### config.mk
export PLATFORM = sky130hd
export DESIGN_NAME = iq_pair_scheduler
export DESIGN_NICKNAME = d
export VERILOG_FILES = /design/src/rtl/iq_pair_sched_pkg.sv /design/src/rtl/iq_stat_counter.sv /design/src/rtl/iq_pair_scheduler.sv
export SDC_FILE = /design/constraint.sdc
export NUM_CORES = 1
export LEC_CHECK = 0
export ABC_AREA = 1
export CORE_UTILIZATION = 42
export DETAILED_ROUTE_END_ITERATION = 10
export HOLD_SLACK_MARGIN = 0.1
export PLACE_DENSITY = 0.81
export SYNTH_ARGS = -nofsm -noshare
export SYNTH_HDL_FRONTEND = slang
export SYNTH_HIERARCHICAL = 1
export SYNTH_SLANG_ARGS = --single-unit
### constraint.sdc
create_clock -name clock -period 1.4 [get_ports clock]
set_input_delay 0.21 -clock clock [delete_from_list [all_inputs] [get_ports clock]]
set_output_delay 0.21 -clock clock [all_outputs]
set_load 0.005 [all_outputs]
### src/rtl/iq_pair_sched_pkg.sv
// Shared types and default widths for the I/Q pair scheduler.
// Imported by iq_pair_scheduler; see that file for the IQ_PAIR_SCHED_STATS_EN option.
package iq_pair_sched_pkg;

   localparam int DEFAULT_DATA_WIDTH  = 32;
   localparam int DEFAULT_COUNT_WIDTH = 16;

   typedef enum logic [1:0] {
      IDLE  = 2'd0,
      GET_I = 2'd1,
      GET_Q = 2'd2,
      PUSH  = 2'd3
   } state_t;

endpackage

### src/rtl/iq_stat_counter.sv
// Statistics counter with increment strobe; SATURATE=0 wraps, SATURATE=1 sticks at all-ones.
module iq_stat_counter #(
   parameter int COUNT_WIDTH = 16,
   parameter bit SATURATE    = 1'b0
) (
   input  logic                   clock,
   input  logic                   reset,
   input  logic                   inc,
   output logic [COUNT_WIDTH-1:0] count
);

   logic [COUNT_WIDTH-1:0] count_reg;
   logic [COUNT_WIDTH-1:0] count_next;

   always_comb begin
      count_next = count_reg;
      if (inc && (!SATURATE || (count_reg != '1))) begin
         count_next = count_reg + 1'b1;
      end
   end

   always_ff @(posedge clock or negedge reset) begin
      if (!reset) begin
         count_reg <= '0;
      end else begin
         count_reg <= count_next;
      end
   end

   assign count = count_reg;

endmodule

### src/rtl/iq_pair_scheduler.sv
// Pops interleaved I,Q words from a show-ahead FIFO and writes each pair to the I and Q FIFOs together.
// Define IQ_PAIR_SCHED_STATS_EN to implement pair_count/stall_count; otherwise both read 0.
module iq_pair_scheduler
   import iq_pair_sched_pkg::*;
#(
   parameter int DATA_WIDTH  = DEFAULT_DATA_WIDTH,
   parameter int COUNT_WIDTH = DEFAULT_COUNT_WIDTH
) (
   input  logic                   clock,
   input  logic                   reset,
   input  logic                   enable,
   input  logic                   flush,
   input  logic [DATA_WIDTH-1:0]  in_dout,
   input  logic                   in_empty,
   output logic                   in_rd_en,
   output logic [DATA_WIDTH-1:0]  I_din,
   output logic                   I_wr_en,
   input  logic                   I_full,
   output logic [DATA_WIDTH-1:0]  Q_din,
   output logic                   Q_wr_en,
   input  logic                   Q_full,
   output logic                   busy,
   output logic [COUNT_WIDTH-1:0] pair_count,
   output logic [COUNT_WIDTH-1:0] stall_count
);

   state_t                state_reg, state_next;
   logic [DATA_WIDTH-1:0] i_reg, i_next;
   logic [DATA_WIDTH-1:0] q_reg, q_next;
   logic                  rd_en;
   logic                  wr_en;

   // flush overrides every strobe and returns to IDLE; held words are simply abandoned
   always_comb begin
      state_next = state_reg;
      i_next     = i_reg;
      q_next     = q_reg;
      rd_en      = 1'b0;
      wr_en      = 1'b0;
      if (flush) begin
         state_next = IDLE;
      end else begin
         case (state_reg)
            IDLE: begin
               if (enable) state_next = GET_I;
            end
            GET_I: begin
               if (!enable) begin
                  state_next = IDLE;
               end else if (!in_empty) begin
                  rd_en      = 1'b1;
                  i_next     = in_dout;
                  state_next = GET_Q;
               end
            end
            GET_Q: begin
               if (!in_empty) begin
                  rd_en      = 1'b1;
                  q_next     = in_dout;
                  state_next = PUSH;
               end
            end
            PUSH: begin
               if (!I_full && !Q_full) begin
                  wr_en      = 1'b1;
                  state_next = enable ? GET_I : IDLE;
               end
            end
            default: state_next = IDLE;
         endcase
      end
   end

   always_ff @(posedge clock or negedge reset) begin
      if (!reset) begin
         state_reg <= IDLE;
         i_reg     <= '0;
         q_reg     <= '0;
      end else begin
         state_reg <= state_next;
         i_reg     <= i_next;
         q_reg     <= q_next;
      end
   end

   assign in_rd_en = rd_en;
   assign I_wr_en  = wr_en;
   assign Q_wr_en  = wr_en;
   assign I_din    = i_reg;
   assign Q_din    = q_reg;
   assign busy     = (state_reg != IDLE);

`ifdef IQ_PAIR_SCHED_STATS_EN
   logic stall_hit;
   assign stall_hit = (state_reg == PUSH) && !flush && (I_full || Q_full);

   iq_stat_counter #(
      .COUNT_WIDTH (COUNT_WIDTH),
      .SATURATE    (1'b0)
   ) u_pair_counter (
      .clock (clock),
      .reset (reset),
      .inc   (wr_en),
      .count (pair_count)
   );

   iq_stat_counter #(
      .COUNT_WIDTH (COUNT_WIDTH),
      .SATURATE    (1'b1)
   ) u_stall_counter (
      .clock (clock),
      .reset (reset),
      .inc   (stall_hit),
      .count (stall_count)
   );
`else
   assign pair_count  = '0;
   assign stall_count = '0;
`endif

endmodule

; After elaboration in Yosys (flattened, before gate mapping)
; Index checks and enable logic that the tools add are counted.
[totals]
register_bits = 66
out_inout_bits = 100
[classes]
n_eq_ne = 7
mux = 15
bitwise = 2
reduce_logical = 8
[op_table]
columns = operator, n
row1 = 2-bit 2-to-1 mux, 6
row2 = "3-bit != test, second input constant", 3
row3 = 2-bit one-hot mux with 4 select lines, 1
row4 = 4-bit AND reduction, 2
row5 = 1-bit 2-to-1 mux, 7
row6 = "2-bit equality test, second input constant", 2
row7 = "4-bit != test, second input constant", 1
row8 = 3-bit AND reduction, 1
row9 = "2-bit by 1-bit equality test with 1-bit output, second input constant", 1
row10 = 1-bit zero test, 2
row11 = 2-bit zero test, 1
row12 = 1-bit inverter, 2
row13 = 1-bit one-hot mux with 2 select lines, 1
row14 = 2-bit nonzero test, 1
row15 = 1-bit logical AND, 1

; Depth between registers and ports, before layout
; Gate-level depths: netlist (run 1).
[logic_depth]
ltp_word = 5
mapped_depth = 8

; Worst setup path before layout (run 1)
; No wires, ideal clock.
[synth_timing]
kind = register to output
startpoint = reg state_reg[0]
endpoint = out Q_wr_en
t_arrival_ns = 1.087
required_ns = 1.190
setup_slack_ns = 0.103
path_stages_with_launch = 5
path_buffers = 1
path_cell_list = dfrtp_1 -> ha_1 -> inv_1 -> nor3_1 -> buf_4
[synth_via]
elab_chain_len = 3
[synth_lines]
columns = element, line_no
row1 = start: declaration, iq_pair_scheduler.sv:27  ; state_t state_reg, state_next;
row2 = start signal: assignment, iq_pair_scheduler.sv:80  ; state_reg <= state_next;
row3 = 2-bit equality test, iq_pair_scheduler.sv:43  ; case (state_reg)
row4 = 1-bit 2-to-1 mux, iq_pair_scheduler.sv:43
row5 = 1-bit 2-to-1 mux, iq_pair_scheduler.sv:40  ; if (flush) begin
row6 = end: declaration, iq_pair_scheduler.sv:20  ; output logic Q_wr_en,
; No other way between the ends.

; Worst setup path in the final report (run 1)
[layout_timing]
startpoint = reg state_reg[1]
endpoint = out in_rd_en
[layout_via]
elab_chain_len = 3
word_cells_on_any_way = 4
classes_between = 2 x eq/ne / 2 x mux
[layout_lines]
columns = element, line_no
row1 = 2-bit equality test / 2-bit by 1-bit equality test with 1-bit output (equally long branches), iq_pair_scheduler.sv:43
row2 = 1-bit one-hot mux with 2 select lines (*), iq_pair_scheduler.sv:43
row3 = 1-bit 2-to-1 mux (*), iq_pair_scheduler.sv:40
row4 = end: declaration, iq_pair_scheduler.sv:15  ; output logic in_rd_en,
; Mark *: on every way between the ends. The rest lies on a longest branch, timed or not.

==> results.txt, run 1 <==
Status: complete, but fails checks
Failing checks: setup timing
Synth-to-Final Area Change: 57.1%
Syn Area/Cell: 9.80 sq um
CTS tree: done
Clock share of power: 19.9%
Die height: 87.2 um
Final Non-Filler Cells: 556
Internal cell power: 6.07 mW
TNS Setup: -2.40 ns
Switching share of power: 32.8%
Drt total wl: 8.02 mm
GRT overflow: 0
# H-tree levels: 3
Clock buffer depth: 2
Starting DRT DRC Count: 126
Worst setup path class: reg -> out
Final Slew Violations: 0
Worst EP required: 1.19 ns
Max_cap viols: 0
First drt pass iteration count: 4
# nets final: 498
Largest net degree at the start of global routing: 67
Synth Cell Area: 3050 sq um
PwrDens: 1890 nW/um^2
Net Sw Power: 2.96 mW
FP Rows: 30
Clock root buffer master: clkbuf_8
Clock skew: 0.00515 ns
Crit share post-route: 120%
Initial core utilization: 44.1%
Warnings from Yosys: 6
CTS Buf Count: 9
Antenna diodes: 0
F_max: 0.596 GHz
Initial antenna violation count: 0
Reg clk slew, reported paths: 0.07 ns
Final Instance Area: 4790 sq um
Io pins: 139
First-pass GRT wire length: 11.1 mm
Hold_ws: 0.415 ns
Die Wd: 87.2 um
Gp weighted congestion: 0.718
I/O Buffers: 106
Crit Reg-Reg Startpoint: state_reg[1]
Via count: 2549
Placed insts: 514
Leak Pwr: 2.61 nW
Die area: 7600 sq um
Worst vdd rail ir drop: 1020 uV
WP data arrival: 1.47 ns
Worst Reg2Reg Path Length in Cells: 7
# DRC: 0
Cell Area, Placed: 4150 sq um
CP Launch Type: flip-flop
RSZ-0062 raised after global routing: yes
Via density: 4.58
CTS sink cnt: 66
CP Capture Type: output pin
Crit path time final: 1.68 ns
Endpoints failing setup: 52
Core area: 6910 sq um
Combinational power share: 42.8%
Number of global-route vias before repair: 2395
Reg2reg end: I_din[7]
Number of fill cells: 550
HP Class: in -> async
Share of layout cells above drive strength 1: 27.8%
Sequential share of power: 37.3%
Overall power: 9.04 mW
Total GRT Usage: 19.4%
Routed Antenna Nets: 0
Sequential area share after synthesis: 54.2%
Final hold vios: 0
Cell count after synthesis: 311
Worst-path fanout max: 3
DR WL/cell: 14.4 um
Unique masters post-synth: 20
Final WS setup: -0.278 ns
Final HPWL DP: 4.66 mm
#FFs+latches synth: 66
Clock Latency Late Sink: 0.34 ns
Reg2reg setup slack: -0.07 ns
## worst max-delay path by stage
stage,from,to,slack (ns),depth (start not counted)
6_report,state_reg[1],in_rd_en,-0.28,7
2_1_floorplan,state_reg[0],Q_wr_en,0.10,4
5_1_grt,state_reg[1],in_rd_en,-0.33,7
4_1_cts,state_reg[1],in_rd_en,-0.26,7
3_3_place_gp,flush,in_rd_en,-0.28,4
3_5_place_dp,enable,in_rd_en,-0.32,5
## placed cells by master, fill, tap and decap left out, drive strengths merged
| master | n |
|---|---|
| a21oi | 1 |
| and3 | 1 |
| buf | 38 |
| bufinv | 2 |
| clkbuf | 16 |
| clkdlybuf4s50 | 37 |
| clkinv | 3 |
| clkinvlp | 1 |
| conb | 32 |
| dfrtp | 66 |
| dlygate4sd2 | 60 |
| dlygate4sd3 | 1 |
| dlymetal6s2s | 4 |
| ha | 4 |
| inv | 41 |
| nand2 | 74 |
| nand3 | 6 |
| nand4 | 2 |
| nor2 | 6 |
| nor3 | 1 |
| o21ai | 64 |
## layer usage
metal / vias up / track usage (%) / wire length, um
met5: - / 0 / 0
met1: 1224 / 21.9 / 3180
li1: 1200 / - / -
met2: 108 / 32.8 / 4210
met3: 17 / 6.45 / 454
met4: 0 / 9.84 / 176
## power by group through the flow
stage	combinational [mW]	sequential, mW	clock [mW]
2_1_floorplan	1.31	3.43	0
3_3_place_gp	3.63	3.36	0
3_5_place_dp	3.74	3.40	0
4_1_cts	3.55	3.34	1.83
5_1_grt	4.25	3.47	1.94
6_report	3.86	3.37	1.80
## cell families after synthesis
family | after synthesis | share of synthesized area, %
buffers and inverters | 86 | 17.0
DFF | 66 | 54.2
adders and majority gates | 4 | 1.64
and+or+nand+nor | 89 | 12.4
AOI/OAI and AO/OA | 65 | 14.6
other | 1 | 0.123
## final cells by class
cell class | instances | area, sq um | area share, %
inverters | 41 | 169 | 3.53
clock inverters | 6 | 90.1 | 1.88
repair buffers | 146 | 1470 | 30.8
well taps | 96 | 120 | 2.51
multi-input cells | 191 | 1150 | 24.0
flip-flops and latches | 66 | 1650 | 34.5
clock buffers | 10 | 138 | 2.87
## repair_timing
item | 4_1_cts | 5_1_grt
gates cloned | 0 | 9
pin swaps | 5 | 5
hold buffers | 1 | 0
resized for setup | 101 | 42
endpoints found under the hold margin | 66 | 0
endpoints found under the setup margin | 66 | 71
setup buffers | 13 | 5
## cells in the mapped netlist, drive strengths merged
cell type   n  area (sq um)
buf        45           364
conb        1          3.75
nand4       2          12.5
nor3        1          5.00
and3        1          7.51
o21ai      64           440
nand2      73           282
nor2        6          30.0
dfrtp      66          1650
a21oi       1          5.00
nand3       6          42.5
ha          4          50.1
inv        41           154
## metrics by stage
step / utilization (%) / worst slack, ns
after CTS: 65.0 / -0.256
after detailed placement: 60.1 / -0.322
after floorplan: - / 0.103
after global routing: 69.3 / -0.330
after global placement: 60.1 / -0.284
final: 69.3 / -0.278
## critical path: stages, from the launching register on
cell and delay [ns]:
dfrtp_1 0.41, buf_6 0.15, inv_6 0.06, ha_4 0.13
nand2_4 0.05, nand2_2 0.07, and3_4 0.17, buf_6 0.08
No activity file was read; power rests on OpenSTA's default activity.
==> run 2: changes to the inputs <==
Settings changed: CTS_CLUSTER_DIAMETER set to 30, SKIP_CTS_REPAIR_TIMING set to 1.
==> results.txt, run 2 (same netlist as run 1, synthesis figures left out) <==
I/O Buffers: 106 (unchanged)
TNS Setup: -2.70 ns (-0.303 ns)
Worst vdd rail ir drop: 1020 uV (-0.25%)
CTS Buf Count: 9 (unchanged)
Clock root buffer master: clkbuf_8
# nets final: 502 (+0.80%)
Final Slew Violations: 0 (unchanged)
Worst-path fanout max: 4 (+1)
Commonest cells after routing, fill and taps aside: dfrtp_1 (66), dlymetal6s2s_1 (65), nand2_1 (48), clkdlybuf4s50_1 (37)
Largest net degree at the start of global routing: 67 (unchanged)
Crit share post-route: 119% (-1.2 points)
Net Sw Power: 2.95 mW (-0.29%)
Gp weighted congestion: 0.718 (unchanged)
Final hold vios: 0 (unchanged)
Combinational power share: 44.5% (+1.7 points)
CTS sink cnt: 66 (unchanged)
Crit path time final: 1.66 ns (-0.0165 ns)
Initial antenna violation count: 0 (unchanged)
Worst setup path class: reg -> out
Max_cap viols: 0 (unchanged)
Clock Latency Late Sink: 0.33 ns (about the same)
Hold_ws: 0.419 ns (+0.00326 ns)
DR WL/cell: 14.7 um (+1.6%)
Starting DRT DRC Count: 136 (+7.9%)
Clock buffer depth: 2 (unchanged)
# H-tree levels: 3 (unchanged)
Leak Pwr: 3.27 nW (+25%)
CP Launch Type: flip-flop
CTS tree: done
Status: complete, but fails checks
HP Class: in -> async
Via count: 2544 (-0.20%)
Core area: 6910 sq um (unchanged)
Die Wd: 87.2 um (unchanged)
F_max: 0.602 GHz (+0.99%)
CP Capture Type: output pin
Reg clk slew, reported paths: 0.07 ns (about the same)
Number of global-route vias before repair: 2266 (-5.4%)
Synth-to-Final Area Change: 65.1%
PwrDens: 1860 nW/um^2 (-1.2%)
Number of fill cells: 495 (-10%)
GRT overflow: 0 (unchanged)
Multi-input logic area: 1130 sq um (-1.2%)
Commonest non-fill, non-tap cell in the layout: dfrtp_1
FP Rows: 30 (unchanged)
Die area: 7600 sq um (unchanged)
Final HPWL DP: 4.66 mm (unchanged)
Routed Antenna Nets: 0 (unchanged)
RSZ-0062 raised after global routing: yes
Initial core utilization: 44.1% (unchanged)
First drt pass iteration count: 4 (unchanged)
Sequential share of power: 36.3% (-1.0 points)
Worst EP required: 1.19 ns (about the same)
Via density: 4.54 (-0.91%)
# DRC: 0 (unchanged)
Clock share of power: 19.2% (-0.7 points)
Overall power: 9.38 mW (+3.8%)
Drt total wl: 8.21 mm (+2.4%)
Internal cell power: 6.42 mW (+5.7%)
Sequential cell area: 1650 sq um (unchanged)
Io pins: 139 (unchanged)
First-pass GRT wire length: 10.3 mm (-7.2%)
Endpoints failing setup: 37 (-29%)
Clock skew: 0.00426 ns (-0.000890 ns)
Die height: 87.2 um (unchanged)
Switching share of power: 31.5% (-1.3 points)
Failing checks: setup timing
Share of layout cells above drive strength 1: 29.7% (+1.9 points)
WP data arrival: 1.45 ns (-0.02 ns)
Total GRT Usage: 17.9% (-1.5 points)
Antenna diodes: 0 (unchanged)
Final WS setup: -0.261 ns (+0.0165 ns)
[run 2: per-stage QoR]
step | utilization, % | std cells | area [sq um] | worst slack, ns
after global routing | 72.8 | 560 | 5030 | -0.330
after detailed placement | 60.1 | 514 | 4150 | -0.322
after global placement | 60.1 | 514 | 4150 | -0.284
after floorplan | - | 342 | 3160 | 0.103
final | 72.8 | 560 | 5030 | -0.261
after CTS | 63.4 | 530 | 4380 | -0.662
[run 2: power by group through the flow]
stage               logic (mW)  registers (mW)  clock network [mW]
floorplan                 1.31            3.43                   0
global placement          3.63            3.36                   0
detailed placement        3.74            3.40                   0
CTS                       3.75            3.38                1.83
global route              4.57            3.50                1.95
finish                    4.17            3.40                1.80
[run 2: final timing paths]
check | slack [ns] | from | end | cells after the start
setup / recovery | -0.26 | state_reg[0] | in_rd_en | 6
hold / removal | 0.42 | reset | I_din[17] | 3
setup reg to reg | -0.10 | state_reg[0] | I_din[15] | 7
hold reg to reg | 0.48 | I_din[10] | I_din[10] | 2
max in group asynchronous | 0.69 | reset | Q_din[2] | 3
min in group clock | 0.44 | in_dout[1] | I_din[1] | 3
[run 2: per-layer routing]
metal | wire length (um) | track usage [%] | share of wire [%]
met3 | 455 | 6.45 | 5.5
met1 | 3290 | 20.5 | 40
met2 | 4340 | 30.4 | 53
met4 | 130 | 7.15 | 1.6
met5 | 0 | 0 | 0
[run 2: area by class of cell]
cell class	count	share of cell area, %
clock inverters	6	1.79
repair buffers	150	34.7
flip-flops and latches	66	32.8
multi-input cells	191	22.5
inverters	41	3.06
clock buffers	10	2.74
well taps	96	2.39
[run 2: worst max-delay path, stage by stage, from the launching register on]
cell and delay [ns]:
dfrtp_1 0.44, buf_6 0.15, ha_4 0.15, nand2_2 0.07, nand2_2 0.07, and3_4 0.14, clkbuf_2 0.10
==> run 3: changes to the inputs <==
Settings changed: CORE_MARGIN set to 4.
==> results.txt, run 3 (same netlist as run 1, synthesis figures left out) <==
Worst setup path class: reg -> out
Critical Path, Cell by Cell: buf_4 > inv_4 > ha_4 > nand2_2 > nand2_2 > and3_4 > buf_6
Io pins: 139 (unchanged)
Worst-path fanout max: 3 (-1)
WP data arrival: 1.51 ns (+0.06 ns)
CP Launch Type: flip-flop
Net Sw Power: 2.96 mW (+0.29%)
Final Instance Area: 4980 sq um (-1.0%)
FP Rows: 30 (unchanged)
Endpoints failing setup: 69 (+86%)
Starting DRT DRC Count: 101 (-26%)
Clock skew: 0.00778 ns (+0.00352 ns)
Initial antenna violation count: 0 (unchanged)
Share of layout cells above drive strength 1: 27.9% (-1.9 points)
Core area: 6910 sq um (unchanged)
Antenna diodes: 0 (unchanged)
I/O Buffers: 106 (unchanged)
Final Slew Violations: 0 (unchanged)
Die Wd: 93.2 um (+6.9%)
RSZ-0062 raised after global routing: yes
Leak Pwr: 3.22 nW (-1.5%)
Overall power: 9.35 mW (-0.33%)
# DRC: 0 (unchanged)
Grt met2 use: 25.7% (-4.7 points)
Commonest non-fill, non-tap cell in the layout: dlymetal6s2s_1
Worst vdd rail ir drop: 1110 uV (+8.8%)
GR met1 Demand/Resource: 19.0% (-1.5 points)
GRT overflow: 0 (unchanged)
Die height: 93.2 um (+6.9%)
Final hold vios: 0 (unchanged)
Via count: 2521 (-0.90%)
Final HPWL DP: 4.91 mm (+5.5%)
Clock root buffer master: clkbuf_8
Sequential cell area: 1650 sq um (+0.15%)
Via density: 4.54 (about the same)
Number of global-route vias before repair: 2355 (+3.9%)
Worst EP required: 1.19 ns (about the same)
Multi-input logic area: 1140 sq um (+0.66%)
GR Layer Usage met3: 4.91% (-1.5 points)
Final core occ: 72.1% (-0.76 points)
First-pass GRT wire length: 10.9 mm (+5.8%)
Largest net degree at the start of global routing: 67 (unchanged)
Number of fill cells: 492 (-0.61%)
Clock Latency Late Sink: 0.33 ns (about the same)
Initial core utilization: 44.1% (unchanged)
Combinational power share: 45.6% (+1.1 points)
CTS sink cnt: 66 (unchanged)
Die area: 8680 sq um (+14%)
Commonest cells after routing, fill and taps aside: dlymetal6s2s_1 (65), dfrtp_1 (64), nand2_1 (55), clkdlybuf4s50_1 (37), inv_1 (36)
Routed Antenna Nets: 0 (unchanged)
Synth-to-Final Area Change: 63.3%
Max incr delay on CP: 0.41 ns (-0.03 ns)
Gp weighted congestion: 0.732 (+1.9%)
Placed insts: 513 (-0.19%)
PwrDens: 1880 nW/um^2 (+0.72%)
Max_cap viols: 0 (unchanged)
Switching share of power: 31.7% (+0.20 points)
Internal cell power: 6.38 mW (-0.62%)
Drt total wl: 8.28 mm (+0.84%)
Total GRT Usage: 15.7% (-2.2 points)
HP Class: in -> async
Top delay family on crit path: flip-flops
Bufs and invs on worst path: 3 (+1)
Sequential share of power: 36.0% (-0.3 points)
CTS tree: done
CP Capture Type: output pin
Cell Area, Placed: 4140 sq um (-0.18%)
Critical path's most frequent cell: nand2_2
Crit path time final: 1.72 ns (+0.0551 ns)
Failing checks: setup timing
Clock buffer depth: 2 (unchanged)
# nets final: 497 (-1.0%)
TNS Setup: -4.13 ns (-1.43 ns)
Most Crowded Layer GR: met2
# H-tree levels: 3 (unchanged)
Final Non-Filler Cells: 555 (-0.89%)
Final WS setup: -0.316 ns (-0.0551 ns)
Reg clk slew, reported paths: 0.07 ns (about the same)
Crit share post-route: 123% (+3.9 points)
Crit-path slowest cell: dfrtp_2
F_max: 0.583 GHz (-3.2%)
First drt pass iteration count: 4 (unchanged)
CTS Buf Count: 9 (unchanged)
DR WL/cell: 14.9 um (+1.7%)
Clock share of power: 18.4% (-0.8 points)
Status: complete, but fails checks
-- run 3: cell types whose count changed in the layout (fill, tap and decap cells not counted), sizes merged --
cell	delta
clkinvlp	+1
clkbuf	-5
buf	-1
-- run 3: metal layers --
metal | wire length (um) | up-vias
met1 | 3250 | 1196
met3 | 579 | 12
met4 | 124 | 0
met2 | 4330 | 109
li1 | - | 1204
met5 | 0 | -
-- run 3: worst paths after layout --
| path | slack (ns) | from | cells past startpoint | endpoint |
|---|---|---|---|---|
| setup / recovery | -0.32 | state_reg[1] | 7 | in_rd_en |
| hold / removal | 0.42 | reset | 3 | Q_din[11] |
| setup reg to reg | -0.11 | state_reg[1] | 8 | Q_din[22] |
| hold reg to reg | 0.48 | I_din[13] | 2 | I_din[13] |
| max in group asynchronous | 0.66 | reset | 3 | state_reg[1] |
| min in group clock | 0.45 | in_dout[29] | 3 | I_din[29] |
-- run 3: power by group through the flow --
stage	registers [mW]	logic [mW]	clock network (mW)
5_1_grt	3.48	4.61	1.86
2_1_floorplan	3.43	1.31	0
3_5_place_dp	3.39	3.78	0
4_1_cts	3.37	3.80	1.75
6_report	3.36	4.26	1.72
3_3_place_gp	3.36	3.66	0
-- run 3: cell type report --
class / count / area share [%]
repair buffers: 145 / 33.8
flip-flops and latches: 66 / 33.2
multi-input cells: 191 / 22.9
inverters: 41 / 3.24
clock buffers: 9 / 2.49
well taps: 96 / 2.41
clock inverters: 7 / 1.88
-- run 3: metrics by stage --
stage | setup WS (ns) | hold WS (ns)
2_1_floorplan | 0.103 | -0.0856
6_report | -0.316 | 0.424
3_3_place_gp | -0.287 | 0.252
4_1_cts | -0.715 | -0.104
3_5_place_dp | -0.344 | 0.254
5_1_grt | -0.387 | 0.450
-- run 3: tightest hold or removal path, stage by stage --
cell	delay, ns
dlygate4sd3_1	0.52
buf_2	0.12
buf_12	0.30
